--- config.mk ---
export PLATFORM = sky130hd
export DESIGN_NAME = score_bcd_accumulator
export DESIGN_NICKNAME = d
export VERILOG_FILES = /design/src/rtl/score_bcd_accumulator.sv
export SDC_FILE = /design/constraint.sdc
export NUM_CORES = 1
export LEC_CHECK = 0
export BUFFER_PORTS_ARGS = -buffer_cell sky130_fd_sc_hd__buf_2
export CAP_MARGIN = 20
export CORE_MARGIN = 5
export CORE_UTILIZATION = 40
export CTS_CLUSTER_SIZE = 10
export DETAILED_ROUTE_END_ITERATION = 12
export PLACE_DENSITY = 0.66
export SLEW_MARGIN = 40
export SYNTH_ARGS = -nofsm -noshare
export SYNTH_HDL_FRONTEND = slang
export SYNTH_SLANG_ARGS = --single-unit
--- constraint.sdc ---
create_clock -name clk -period 3.5 [get_ports clk]
set_clock_uncertainty 0.2 [all_clocks]
set_input_delay 0.35 -clock clk [delete_from_list [all_inputs] [get_ports clk]]
set_output_delay 0.35 -clock clk [all_outputs]
set_load 0.02 [all_outputs]
--- src/rtl/score_bcd_accumulator.sv ---
// Three-digit BCD score accumulator: one digit per cycle with ripple carry, plus a one-entry pending request buffer.
// Optional macro SCORE_SATURATE_EN: saturate at 999 with a sticky score_max flag (default build wraps modulo 1000).
module score_bcd_accumulator (
    input  logic       clk,
    input  logic       rst_n,
    input  logic       clear,
    input  logic       hit,
    input  logic [3:0] points,
    output logic [3:0] bcd1,
    output logic [3:0] bcd2,
    output logic [3:0] bcd3,
    output logic       busy,
    output logic       drop,
    output logic       score_max
);

    localparam int unsigned DW = 4;

    typedef enum logic [1:0] {IDLE, ONES, TENS, HUNS} state_t;

    state_t        state_q, state_d;
    logic [DW-1:0] op_q, op_d;
    logic [DW-1:0] ones_q, ones_d;
    logic [DW-1:0] tens_q, tens_d;
    logic          carry_q, carry_d;
    logic [DW-1:0] pend_q, pend_d;
    logic          pend_vld_q, pend_vld_d;
    logic [DW-1:0] bcd1_q, bcd1_d;
    logic [DW-1:0] bcd2_q, bcd2_d;
    logic [DW-1:0] bcd3_q, bcd3_d;
    logic          busy_q, busy_d;
    logic          drop_q, drop_d;
    logic          max_q, max_d;
    logic [DW-1:0] hit_pts;
    logic [DW:0]   add_r;

    // One decimal digit add; returns {carry_out, digit}.
    function automatic logic [DW:0] bcd_add(input logic [DW-1:0] a, input logic [DW-1:0] b,
                                            input logic cin);
        logic [DW:0] s;
        s = {1'b0, a} + {1'b0, b} + {{DW{1'b0}}, cin};
        if (s > 5'd9) bcd_add = {1'b1, DW'(s - 5'd10)};
        else          bcd_add = {1'b0, s[DW-1:0]};
    endfunction

    assign hit_pts = (points > 4'd9) ? 4'd9 : points;

    always_ff @(posedge clk or negedge rst_n) begin
        if (!rst_n) begin
            state_q    <= IDLE;
            op_q       <= '0;
            ones_q     <= '0;
            tens_q     <= '0;
            carry_q    <= 1'b0;
            pend_q     <= '0;
            pend_vld_q <= 1'b0;
            bcd1_q     <= '0;
            bcd2_q     <= '0;
            bcd3_q     <= '0;
            busy_q     <= 1'b0;
            drop_q     <= 1'b0;
            max_q      <= 1'b0;
        end else begin
            state_q    <= state_d;
            op_q       <= op_d;
            ones_q     <= ones_d;
            tens_q     <= tens_d;
            carry_q    <= carry_d;
            pend_q     <= pend_d;
            pend_vld_q <= pend_vld_d;
            bcd1_q     <= bcd1_d;
            bcd2_q     <= bcd2_d;
            bcd3_q     <= bcd3_d;
            busy_q     <= busy_d;
            drop_q     <= drop_d;
            max_q      <= max_d;
        end
    end

    always_comb begin
        state_d    = state_q;
        op_d       = op_q;
        ones_d     = ones_q;
        tens_d     = tens_q;
        carry_d    = carry_q;
        pend_d     = pend_q;
        pend_vld_d = pend_vld_q;
        bcd1_d     = bcd1_q;
        bcd2_d     = bcd2_q;
        bcd3_d     = bcd3_q;
        drop_d     = 1'b0;
        add_r      = '0;
`ifdef SCORE_SATURATE_EN
        max_d      = max_q;
`else
        max_d      = 1'b0;
`endif

        if (clear) begin
            state_d    = IDLE;
            bcd1_d     = '0;
            bcd2_d     = '0;
            bcd3_d     = '0;
            pend_vld_d = 1'b0;
            max_d      = 1'b0;
        end else begin
            // Requests arriving mid-addition go to the buffer, or are dropped if it is full.
            if (hit && (state_q == ONES || state_q == TENS)) begin
                if (!pend_vld_q) begin
                    pend_vld_d = 1'b1;
                    pend_d     = hit_pts;
                end else begin
                    drop_d = 1'b1;
                end
            end

            case (state_q)
                IDLE: begin
                    if (hit) begin
                        op_d    = hit_pts;
                        state_d = ONES;
                    end
                end
                ONES: begin
                    add_r   = bcd_add(bcd3_q, op_q, 1'b0);
                    ones_d  = add_r[DW-1:0];
                    carry_d = add_r[DW];
                    state_d = TENS;
                end
                TENS: begin
                    add_r   = bcd_add(bcd2_q, '0, carry_q);
                    tens_d  = add_r[DW-1:0];
                    carry_d = add_r[DW];
                    state_d = HUNS;
                end
                HUNS: begin
                    add_r = bcd_add(bcd1_q, '0, carry_q);
`ifdef SCORE_SATURATE_EN
                    if (add_r[DW]) begin
                        bcd1_d = 4'd9;
                        bcd2_d = 4'd9;
                        bcd3_d = 4'd9;
                    end else begin
                        bcd1_d = add_r[DW-1:0];
                        bcd2_d = tens_q;
                        bcd3_d = ones_q;
                    end
`else
                    bcd1_d = add_r[DW-1:0];
                    bcd2_d = tens_q;
                    bcd3_d = ones_q;
`endif
                    if (add_r[DW]) max_d = 1'b1;
                    // Chain straight into the next addition so the buffer never lingers in IDLE.
                    if (pend_vld_q) begin
                        op_d       = pend_q;
                        state_d    = ONES;
                        pend_vld_d = hit;
                        if (hit) pend_d = hit_pts;
                    end else if (hit) begin
                        op_d    = hit_pts;
                        state_d = ONES;
                    end else begin
                        state_d = IDLE;
                    end
                end
                default: state_d = IDLE;
            endcase
        end

        busy_d = (state_d != IDLE);
    end

    assign bcd1      = bcd1_q;
    assign bcd2      = bcd2_q;
    assign bcd3      = bcd3_q;
    assign busy      = busy_q;
    assign drop      = drop_q;
    assign score_max = max_q;

endmodule

==> results.md, run 1 <==
Status:
- The flow ran to the end, and the final reports show no timing, DRC or antenna violations.

Yosys:
- The Yosys step of the flow raised 0 warnings.
- The part of the Yosys area used for sequential elements is 0.426.
- After synthesis the cells add up to 0.00206 mm2.
- The most used flip-flop cell after synthesis is sky130_fd_sc_hd__dfrtp_1.
- Counting distinct cell types in the post-synthesis netlist gives 46.
- When the netlist entered floorplanning its net count stood at 230.
- The number of flip-flops and latches in the synthesized netlist is 35.
- After technology mapping, the gate count stands at about 210.
- By count the netlist is led by sky130_fd_sc_hd__dfrtp_1, sky130_fd_sc_hd__nor2_1, sky130_fd_sc_hd__nand2_1.
- The async set-reset flop share out of synthesis is 1.00.
- The largest area contributor in the netlist is sky130_fd_sc_hd__dfrtp_1.
- Yosys attributes the largest share of cell area to sky130_fd_sc_hd__dfrtp_1, sky130_fd_sc_hd__ha_1, sky130_fd_sc_hd__mux2i_1, sky130_fd_sc_hd__nor2_1, sky130_fd_sc_hd__a21oi_1.
- The average instance in the mapped netlist occupies 9.99 um2.
- The share of the synthesized area in the top cell type is 0.426.
- The most frequent cell after synthesis is sky130_fd_sc_hd__dfrtp_1.
- Yosys mapped a number of flops with a built-in enable equal to 0.

Power:
- The share of total power dissipated in sequential elements is 0.390.
- The combinational power share is 0.416.
- The share of total power dissipated in the clock network is 0.194.
- The net load switching power is 0.564 mW.
- The internal cell power is 0.974 mW.
- Of the total power, the share spent switching nets is 0.367.
- The cell leakage power is 1.10 nW.
- VDD sags by at most 0.000315 V.
- For this design the ratio of total power to cell area is about 660 mW/mm2.

Critical path:
- The worst setup path is of the reg2reg kind.
- In this design, the stage delay of the slowest critical-path cell is 0.42 ns.
- The setup slack of the most critical reg-to-reg path is a little over 0.8 ns.
- STA puts the critical path data arrival time at 2.65 ns.
- The depth of the worst register-to-register path is 9.
- In this run the number of cells on the critical path is 9.
- The type of destination of the critical path is a flip-flop.
- The worst register-to-register path ends at ones_q[1].
- In this run the worst path has a maximum fanout of 3.
- The critical path goes through ha_1 > fa_1 > xor2_2 > inv_1 > ha_1 > nor2b_1 > o41ai_4 > xnor2_1 > mux2_4.
- The worst path buffer plus inverter count is 1.
- The dominant delay contributor by cell family on the critical path is adder cells.
- The worst setup path is launched from a flip-flop.
- The worst endpoint required time is 3.47 ns.
- The slowest cell on the critical path is sky130_fd_sc_hd__fa_1.
- The most numerous cell on the critical path is sky130_fd_sc_hd__ha_1.
- The worst reg2reg path startpoint is bcd3[0].

Clock network:
- The cell sitting at the root of the clock tree is a sky130_fd_sc_hd__clkbuf_8.
- Once the clock tree was built, the setup fixing pass inserted 0 buffers.
- The clock net in this run drives a total of 35 sinks.
- The longest clock path from root to sink contains 2 buffers.
- TritonCTS built the clock tree.
- The total clock buffers created by CTS is 5.
- At the later pin of the worst-skew pair, clock insertion delay measures 0.28 ns.
- Clock-pin slew was measured on the worst setup and hold paths at 0.07 ns.
- The clock tree synthesis step divided the H-tree into 2 levels.

Floorplanning:
- Pin placement for this block handled 23 I/O pins.
- The die covers approximately 0.0067 mm2.
- The effective utilization at floorplan is 0.408.
- The overall die width is between 80 and 90 um.
- The placeable core region is 0.00504 mm2.
- The total number of placement rows is 26.
- The die height is 81.7 um.

Cells and area:
- The filler cell count is around 490.
- The flip-flop and latch area is between 800 and 900 um2.
- The multi-input combinational cells in the finished layout cover a total of 0.00112 mm2.
- The total non-filler cell area in the finished layout is 0.00235 mm2.
- In the final layout, the share of cells above drive strength 1 is 0.176.
- 0 antenna diodes ended up in the layout.
- The finished layout holds 303 standard cells, fillers aside.
- Relative to the synthesized area, the layout overhead comes to 14.0%.
- The total number of nets in the final design is between 200 and 300.
- At the end of the flow the core is filled with cells to 0.466.

Placement:
- The placer's final routability congestion estimate is 0.827.
- Detailed placement finished with a half-perimeter wire length of 2900 um.
- Including well taps, the total number of placed cells is just under 300.
- The count of buffers added on input and output ports is 22.
- The placed instances occupy a cell area of between 0.002 and 0.0025 mm2.

STA:
- The aggregate negative setup slack is 0 ns.
- The final clock period utilization by the worst path is 0.764.
- Setup repair after global routing left no endpoint under its margin.
- Headroom to the max-slew limit came out at 0.619.
- After layout, the minimum clock period comes to 2.67 ns.
- The fmax is 0.374 GHz.
- The number of failing hold endpoints at the final stage is 0.
- The pin slew with the least headroom to its limit is between 0.5 and 0.6 ns.
- Setup violations remaining at the end of the flow were counted as 0.
- Hold timing on the final database bottoms out at a slack of 0.150 ns.
- The max-slew violation count came to 0.

Routing:
- After detailed routing, the number of remaining DRC violations is 0.
- The average routed wire per standard cell is between 10 and 15 um.
- In this run the remaining antenna-violating nets after routing total 0.
- For this run, the detailed router's first-pass iteration total came to 4.
- The total via count in the routed design is 1535.
- The first routing iteration left 53 violations.
- The total routed wirelength is ~4000 um.
- The mean number of vias per cell is 5.07.

Hold path:
- The startpoint identified for the worst hold timing path is points[3].
- The worst hold path belongs to the class in2reg.
- For hold timing, the worst endpoint is pend_q[3].
- The hold path depth is 2.

Global route:
- Global routing finished with a remaining overflow of 0.
- The first-pass GRT wire length is ~7000 um.
- In the global route stage, overall resource usage came out at 0.138.
- The number of global-route vias before repair was 1512.
- The pin count of the biggest net entering global routing is 36.
- The number of antenna violations at the first check in global routing was 0.

Job:
- Max-cap violations in this run came to 0.
[cell type report]
type                    count  share of cell area
clock buffers               6              0.0352
clock inverters             1             0.00213
inverters                  11              0.0176
multi-input cells         156               0.479
flip-flops and latches     35               0.373
well taps                  70              0.0373
repair buffers             24              0.0554
[how the worst max path moves through the flow]
stage          startpoint   endpoint  slack (ns)
2_1_floorplan     bcd3[0]  ones_q[1]        0.86
3_3_place_gp      bcd3[0]  ones_q[1]        0.90
3_5_place_dp      bcd3[0]  ones_q[1]        0.84
4_1_cts           bcd3[0]  ones_q[1]        0.83
5_1_grt           bcd3[0]  ones_q[1]        0.68
6_report          bcd3[0]  ones_q[1]        0.83
[placed cells by master (no fill, tap or decap), types with 3 or more instances in the layout]
cell type | netlist | final
sky130_fd_sc_hd__nand2_1 | 16 | 16
sky130_fd_sc_hd__buf_2 | 1 | 21
sky130_fd_sc_hd__nand2b_1 | 6 | 6
sky130_fd_sc_hd__ha_1 | 15 | 15
sky130_fd_sc_hd__xnor2_1 | 4 | 4
sky130_fd_sc_hd__mux2i_1 | 9 | 9
sky130_fd_sc_hd__inv_1 | 11 | 11
sky130_fd_sc_hd__xor2_1 | 3 | 3
sky130_fd_sc_hd__nor2b_1 | 7 | 7
sky130_fd_sc_hd__dfrtp_1 | 35 | 35
sky130_fd_sc_hd__nor3b_1 | 4 | 4
sky130_fd_sc_hd__nand3_1 | 5 | 5
sky130_fd_sc_hd__nor2_1 | 23 | 23
sky130_fd_sc_hd__a21o_1 | 3 | 3
sky130_fd_sc_hd__o21ai_0 | 7 | 7
sky130_fd_sc_hd__clkbuf_8 | 0 | 6
sky130_fd_sc_hd__mux2_2 | 5 | 5
sky130_fd_sc_hd__o22ai_1 | 5 | 5
sky130_fd_sc_hd__a21oi_1 | 12 | 12
[kinds of logic after synthesis]
group,count (synthesis),share of synthesized area
adders and majority gates,16,0.101
buffers and inverters,15,0.0280
muxes,15,0.0784
xor gates and xnor gates,8,0.0377
AOI/OAI and AO/OA,45,0.151
and+or+nand+nor,72,0.178
DFF,35,0.426
[power groups by stage]
stage          sequential [mW]  clock, mW  combinational, mW
2_1_floorplan            0.603          0              0.504
3_3_place_gp             0.603          0              0.636
3_5_place_dp             0.608          0              0.644
4_1_cts                  0.603      0.306              0.646
5_1_grt                  0.615      0.330              0.729
6_report                 0.600      0.298              0.640
[sequential cells by signal, summed over array words and instances (netlist names)]
| name | flops |
|---|---|
| carry_q | 1 |
| busy | 1 |
| tens_q | 4 |
| bcd2 | 4 |
| pend_vld_q | 1 |
| pend_q | 4 |
| score_max | 1 |
| drop | 1 |
| state_q | 2 |
| bcd3 | 4 |
| op_q | 4 |
| bcd1 | 4 |
| ones_q | 4 |
[per-layer routing]
layer  vias to the layer above  track usage  routed length, um
li1                        777            -                  -
met1                       731        0.178               1950
met2                        21        0.227               1870
met3                         6       0.0395                151
met4                         0       0.0349                 46
met5                         -            0                  0
[worst register-to-register path, cell delays in order (launching register included)]
cell                      delay (ns)
sky130_fd_sc_hd__dfrtp_1        0.40
sky130_fd_sc_hd__ha_1           0.23
sky130_fd_sc_hd__fa_1           0.42
sky130_fd_sc_hd__xor2_2         0.20
sky130_fd_sc_hd__inv_1          0.07
sky130_fd_sc_hd__ha_1           0.22
sky130_fd_sc_hd__nor2b_1        0.18
sky130_fd_sc_hd__o41ai_4        0.29
sky130_fd_sc_hd__xnor2_1        0.10
sky130_fd_sc_hd__mux2_4         0.26
[through the flow]
step | total power, mW | worst slack (ns)
floorplan | 1.11 | 0.857
global placement | 1.24 | 0.903
finish | 1.54 | 0.826
global route | 1.67 | 0.685
detailed placement | 1.25 | 0.840
CTS | 1.55 | 0.828
[repair_timing]
item                                   in CTS  in global routing
resized for setup                           0                  0
hold buffers                                1                  0
endpoints found under the hold margin      35                  0
Note: power is estimated with default switching activity, not from simulation.
==> run 2, diff against run 1 <==
Settings changed: PLACE_DENSITY 0.66 to 0.68.
Clock period 3.5 ns to 2.3 ns, I/O delays scaled along.
==> results.md, run 2 (synthesis gave the netlist of run 1 again) <==
Clock network:
- At the later pin of the worst-skew pair, clock insertion delay measures roughly 0.28 ns.
- The level count of the clock H-tree is 2.
- The clock tree from TritonCTS is built.
- The register clock-pin slew on the reported worst setup and hold paths is around 0.070 ns.
- The count of clock tree sinks is 35.
- Counting along the longest clock path gives a buffer depth of 2.
- The clock tree root driver cell is sky130_fd_sc_hd__clkbuf_8.
- Clock tree synthesis inserted a total of 5 buffers.

Cells and area:
- The number of antenna cells inserted is 0.
- In the layout the commonest cells are sky130_fd_sc_hd__dfrtp_1, sky130_fd_sc_hd__buf_4, sky130_fd_sc_hd__nor2_1.
- Compared with the post-synthesis result, the final layout area differs by 34.7%.
- In the final layout, the share of cells above drive strength 1 is 0.373.
- The most common cell after layout, fill and taps aside is sky130_fd_sc_hd__dfrtp_1.
- The end-of-flow core utilization is 0.550.
- The total number of nets in the final design is between 200 and 300.
- The final instance count without filler cells is roughly 330.

Routing:
- In the routed design, unresolved DRC markers number 0.
- The detailed router placed 1689 vias in this run.
- After detailed routing, the average wire length per cell comes to 13.7 um.
- The number of detailed-routing iterations run before antenna repair is 4.
- Summed over all layers, the routed wires come to 4560 um.
- The violation count after the first detailed-routing iteration is 58.
- The mean number of vias per cell is 5.07.
- The count of nets left with antenna violations once routing finished came out at 0.

Power:
- The net load switching power is a little under 1 mW.
- The internal cell power is approximately 1.9 mW.
- Of the total power, combinational logic draws 0.470.
- Power spread over the standard cell area amounts to roughly 1000 mW/mm2.
- The worst-case IR drop observed on VDD is ~0.00056 V.
- Of the total power, the clock network draws 0.202.
- Of the total power, the share spent switching nets is 0.344.
- The fraction of power consumed by sequential logic is 0.328.
- The total design power is between 2 and 3 mW.
- The cell leakage power is between 1 and 1.5 nW.

Floorplanning:
- The floorplan die area is approximately 0.0067 mm2.
- The I/O pin count is 23.
- For this configuration, the core starts out at a cell density of 0.408.
- The placeable core region is approximately 0.0050 mm2.
- The die height is 81.7 um.
- The die is 81.7 um wide.
- Row generation in the floorplan step produced 26 rows.

STA:
- Setup repair after global routing could not meet its margin everywhere.
- The final clock period utilization by the worst path is 1.07.
- The max-slew violation count is 0.
- The final critical delay including setup and external delays is between 2 and 2.5 ns.
- The final worst setup slack is -0.158 ns.
- The fmax is 0.407 GHz.
- For the pin with the worst max-slew slack, the measured transition is 0.493 ns.
- The number of setup violations in the final report is 4.
- The number of failing hold endpoints at the final stage was 0.
- The tightest slew margin relative to the limit is 0.672.

Critical path:
- For this run, the slowest stage of the critical path takes 0.43 ns.
- STA classifies the critical path startpoint as a flip-flop.
- The slowest cell on the critical path is sky130_fd_sc_hd__dfrtp_2.
- For the worst setup path, the data required time is 2.27 ns.
- Walking the worst path, the cells encountered are ha_4 > fa_2 > xor2_2 > inv_1 > ha_2 > nor2b_4 > o41ai_4 > xnor2_1 > mux2_4.
- In this run the worst path has a maximum fanout of 2.
- The depth of the worst register-to-register path is 9.
- The worst path buffer plus inverter count is 1.
- The logic depth of the worst path, buffers included is 9.
- The worst setup path is captured at a flip-flop.
- The worst endpoint data arrival time is 2.43 ns.
- The kind of critical path is reg2reg.
- In this design, the largest share of critical-path delay is due to adder cells.

Placement:
- The placed cell count is 320.
- Detailed placement ended at an HPWL of 3160 um.
- Routability-driven placement finished with a final weighted congestion of 0.861.
- In this run the tool buffered the top-level ports with 22 buffer cells.

Global route:
- The most crowded layer after global routing is met2.
- Entering global routing, the biggest net connects 36 pins.
- The number of global-route vias before repair is between 1500 and 2000.
- In the global route stage, met2 resource usage came out at 0.268.
- After global routing the overflow that remains totals 0.
- The total routing usage reported by global routing is 0.156.
- The number of antenna violations at the first check in global routing is 0.
- The met1 demand-to-capacity share in global routing is 0.197.
- The first global-routing pass estimated 7950 um of wire.
- The met3 track utilization from global routing is 0.0307.

Hold path:
- The classification of the worst-slack hold path is in2reg.
- The hold path depth is 2.

Job:
- The number of violations of the max-capacitance limit is 0.

Status:
- The flow ran to the end, but the final reports show violations.
- The checks that failed: setup timing.
run 2: area by class of cell:
class                   instances  area [um2]
repair buffers                 53         355
multi-input cells             156        1290
inverters                      11        41.3
well taps                      70        87.6
fillers                       443        2270
flip-flops and latches         35         881
clock inverters                 2        35.0
clock buffers                   6        82.6
run 2: through the flow:
stage | instance area, um2 | hold slack [ns] | setup TNS (ns) | worst slack [ns]
final | 2770 | 0.0281 | -0.334 | -0.158
after floorplan | 2160 | -0.266 | -0.219 | -0.187
after global placement | 2540 | 0.165 | -0.166 | -0.0684
after CTS | 2730 | 0.0205 | -0.351 | -0.169
after detailed placement | 2540 | 0.164 | -0.447 | -0.114
after global routing | 2770 | 0.0338 | -1.04 | -0.245
run 2: timing repair:
| action | 4_1_cts | 5_1_grt |
|---|---|---|
| gates resized for setup | 11 | 5 |
| hold endpoints to repair | 35 | 0 |
| setup endpoints to repair | 10 | 11 |
| setup buffers | 1 | 3 |
| hold buffers | 1 | 0 |
| pin swaps | 10 | 9 |
run 2: worst register-to-register path: cells and delay by family, from the launching register on:
| family | cells | cell delay (ns) |
|---|---|---|
| adder cells (fa/ha/maj) | 3 | 0.72 |
| multiplexers | 1 | 0.26 |
| AND/OR/NAND/NOR | 1 | 0.13 |
| buffers and inverters | 1 | 0.06 |
| XOR/XNOR | 2 | 0.29 |
| AO/OA/AOI/OAI | 1 | 0.25 |
| flip-flops | 1 | 0.43 |
run 2: per-layer routing:
metal  routed length, um  vias up
li1                    -      840
met1                2040      818
met2                2290       24
met3                 172        7
met4                  56        0
met5                   0        -
run 2: worst paths after layout:
path | startpoint | end | slack, ns
max | bcd3[0] | ones_q[1] | -0.16
min | points[3] | pend_q[3] | 0.03
max reg2reg | bcd3[0] | ones_q[1] | -0.16
min reg2reg | tens_q[3] | tens_q[3] | 0.28
max in group asynchronous | rst_n | bcd3[0] | 1.32
min in group asynchronous | rst_n | bcd1[2] | 0.24
run 2: power by group through the flow:
stage          clock, mW  combinational (mW)  sequential (mW)
2_1_floorplan          0               0.813            0.935
3_3_place_gp           0                1.18            0.931
3_5_place_dp           0                1.20            0.936
4_1_cts            0.590                1.28            0.925
5_1_grt            0.610                1.48            0.954
6_report           0.570                1.33            0.926
==> run 3, diff against run 2 <==
Settings changed: CAP_MARGIN 20 to not set, CORE_MARGIN 5 to 3.
==> results.md, run 3 (synthesis gave the netlist of run 1 again) <==
Cells and area:
- The total number of nets in the final design is roughly 280.
- Once layout is complete, the utilization of the core stands at 0.559.
- The flip-flop and latch area is 881 um2.
- The proportion of layout cells with a drive suffix above 1 is 0.347.
- The top cell types in the final layout, fill and taps aside, are sky130_fd_sc_hd__dfrtp_1, sky130_fd_sc_hd__buf_4, sky130_fd_sc_hd__nor2_1, sky130_fd_sc_hd__buf_2, sky130_fd_sc_hd__nand2_1.
- The area growth from synthesis to layout is 31.8%.
- The final instance count without filler cells is between 300 and 400.
- The filler cell count is 425.
- The number of antenna cells inserted is 0.
- Summing all multi-input logic gate instances after layout gives 0.00129 mm2.
- After routing the design area is 0.00271 mm2.
- The most common cell after layout, fill and taps aside is sky130_fd_sc_hd__dfrtp_1.

Clock network:
- Clock tree synthesis selected as its root buffer the cell sky130_fd_sc_hd__clkbuf_8.
- TritonCTS built the clock tree.
- The level count of the clock H-tree is 2.
- After clock tree synthesis, the clock-pin slew on the worst setup and hold paths is 0.07 ns.
- Counting every sink on the clock net gives 35.
- Buffers inserted during clock tree synthesis total 5.
- The maximum number of buffers from clock root to sink is 2.
- The latest clock arrival within the worst-skew pair is 0.29 ns.

Placement:
- After detailed placement, the total cell area comes to 0.00252 mm2.
- The placed cell count is between 300 and 400.
- The placer's final routability congestion estimate is 0.771.
- The count of buffers added on input and output ports is 22.
- The HPWL after detailed placement is 3080 um.
- Timing analysis after detailed placement gives a worst setup slack of -0.115 ns.

Critical path:
- The worst endpoint data arrival time is between 2 and 2.5 ns.
- On the worst path, the slowest cell contributes a delay of around 0.4 ns.
- Together, buffers and inverters on the worst path number 1.
- Traced cell by cell, the critical path runs through ha_4 > fa_2 > xor2_2 > inv_1 > ha_2 > nor2b_4 > o41ai_4 > xnor2_1 > mux2_4.
- Of all nets on the critical path, the largest fanout is 2.
- For the worst setup path, the data required time is 2.27 ns.
- The dominant delay contributor by cell family on the critical path is adder cells.
- The slowest cell on the critical path is sky130_fd_sc_hd__dfrtp_1.
- The kind of critical path is reg2reg.
- The type of destination of the critical path is a flip-flop.
- The launching element type of the critical path is a flip-flop.

STA:
- Setup slack on the critical path of the routed design comes to -0.0927 ns.
- The tightest slew margin relative to the limit is 0.681.
- The final clock period utilization by the worst path is 1.04.
- The max-slew violation count came to 0.
- Setup repair after global routing could not meet its margin everywhere.
- The final critical delay including setup and external delays is 2.39 ns.
- The number of failing hold endpoints at the final stage is 0.
- Based on the critical path, the design can be clocked at up to 0.418 GHz.
- For the pin with the worst max-slew slack, the measured transition is 0.479 ns.
- Setup violations remaining at the end of the flow were counted as 3.

Routing:
- After detailed routing, the average wire length per cell comes to between 10 and 15 um.
- After detailed routing, the number of vias per cell comes to 4.94.
- In the routed design, unresolved DRC markers number 0.
- The total routed wirelength is 4320 um.
- The post-route antenna net violation count is 0.
- In this run, the number of DRC markers left after iteration 0 of detailed routing was 77.
- For this run, the detailed router's first-pass iteration total came to 4.
- Across all layers, the routed design uses 1611 vias.

Global route:
- In the global route stage, met1 resource usage came out at 0.209.
- The global routing usage on met2 is 0.241.
- The met3 track utilization from global routing is 0.0441.
- The total routing usage reported by global routing is 0.155.
- The total global routing overflow is 0.
- The first-pass GRT wire length is 7460 um.
- The number of global-route vias before repair is approximately 1600.
- The number of antenna violations at the first check in global routing is 0.
- The layer flagged by global routing as most heavily used is met2.
- Entering global routing, the biggest net connects 36 pins.

Floorplanning:
- The initial utilization of the core area, before any placement, comes to 0.425.
- The total number of placement rows is 25.
- The I/O pin count is 23.
- The floorplan die area is 0.00604 mm2.
- The die height is 77.7 um.
- The core region is roughly 0.0048 mm2.
- The floorplan step set the die width to 77.7 um.

Power:
- The internal cell power is 1.73 mW.
- The combinational power share is 0.471.
- IR analysis of the VDD net gives a maximum drop of 0.000538 V.
- The analysis attributes to cell leakage a power of between 1 and 1.5 nW.
- The share of total power dissipated in the clock network is 0.185.
- In this run the power density over the cells is between 900 and 1000 mW/mm2.
- The net load switching power is 0.955 mW.
- The total design power is 2.69 mW.
- The fraction of power spent switching nets is 0.355.
- Of the total power, registers draw 0.344.

Status:
- The flow ran to the end, but the final reports show violations.
- The checks that failed: setup timing.

Job:
- The number of violations of the max-capacitance limit is 0.

Hold path:
- The classification of the worst-slack hold path is in2reg.
run 3: changes by cell type in the layout (fill, tap and decap cells not counted), sizes merged:
cell and delta:
bufinv -1, clkinv -1, clkbuf +2, buf -4
run 3: timing repair:
item                                    4_1_cts  5_1_grt
resized for setup                             7        5
endpoints found under the setup margin        9       10
hold endpoints to repair                     35        0
gates cloned                                  0        0
pin swaps                                     7        7
hold buffers                                  1        0
setup buffers                                 1        1
run 3: power groups by stage:
stage / registers (mW) / logic (mW) / clock network (mW)
CTS: 0.924 / 1.28 / 0.518
floorplan: 0.935 / 0.813 / 0
detailed placement: 0.936 / 1.20 / 0
finish: 0.924 / 1.27 / 0.498
global placement: 0.930 / 1.17 / 0
global route: 0.950 / 1.42 / 0.541
run 3: final cells by class:
class	instances	share of cell area
multi-input cells	156	0.475
well taps	67	0.0309
repair buffers	49	0.117
flip-flops and latches	35	0.325
inverters	11	0.0152
clock buffers	8	0.0369
run 3: routing by layer:
layer	wire, um	vias up
met4	44	0
met3	184	5
met1	2130	749
met2	1960	30
met5	0	-
li1	-	827
run 3: worst paths after layout:
path | start | end | slack [ns] | cells past startpoint
setup / recovery | op_q[0] | ones_q[1] | -0.09 | 9
hold / removal | points[3] | pend_q[3] | 0.04 | 2
setup reg to reg | op_q[0] | ones_q[1] | -0.09 | 9
hold reg to reg | tens_q[0] | tens_q[0] | 0.29 | 2
max in group asynchronous | rst_n | bcd3[0] | 1.31 | 2
min in group asynchronous | rst_n | bcd1[2] | 0.23 | 2
run 3: through the flow:
step	hold WS, ns	TNS [ns]
5_1_grt	0.0277	-0.680
4_1_cts	0.0269	-0.196
3_3_place_gp	0.161	-0.223
3_5_place_dp	0.165	-0.507
6_report	0.0378	-0.165
2_1_floorplan	-0.266	-0.219
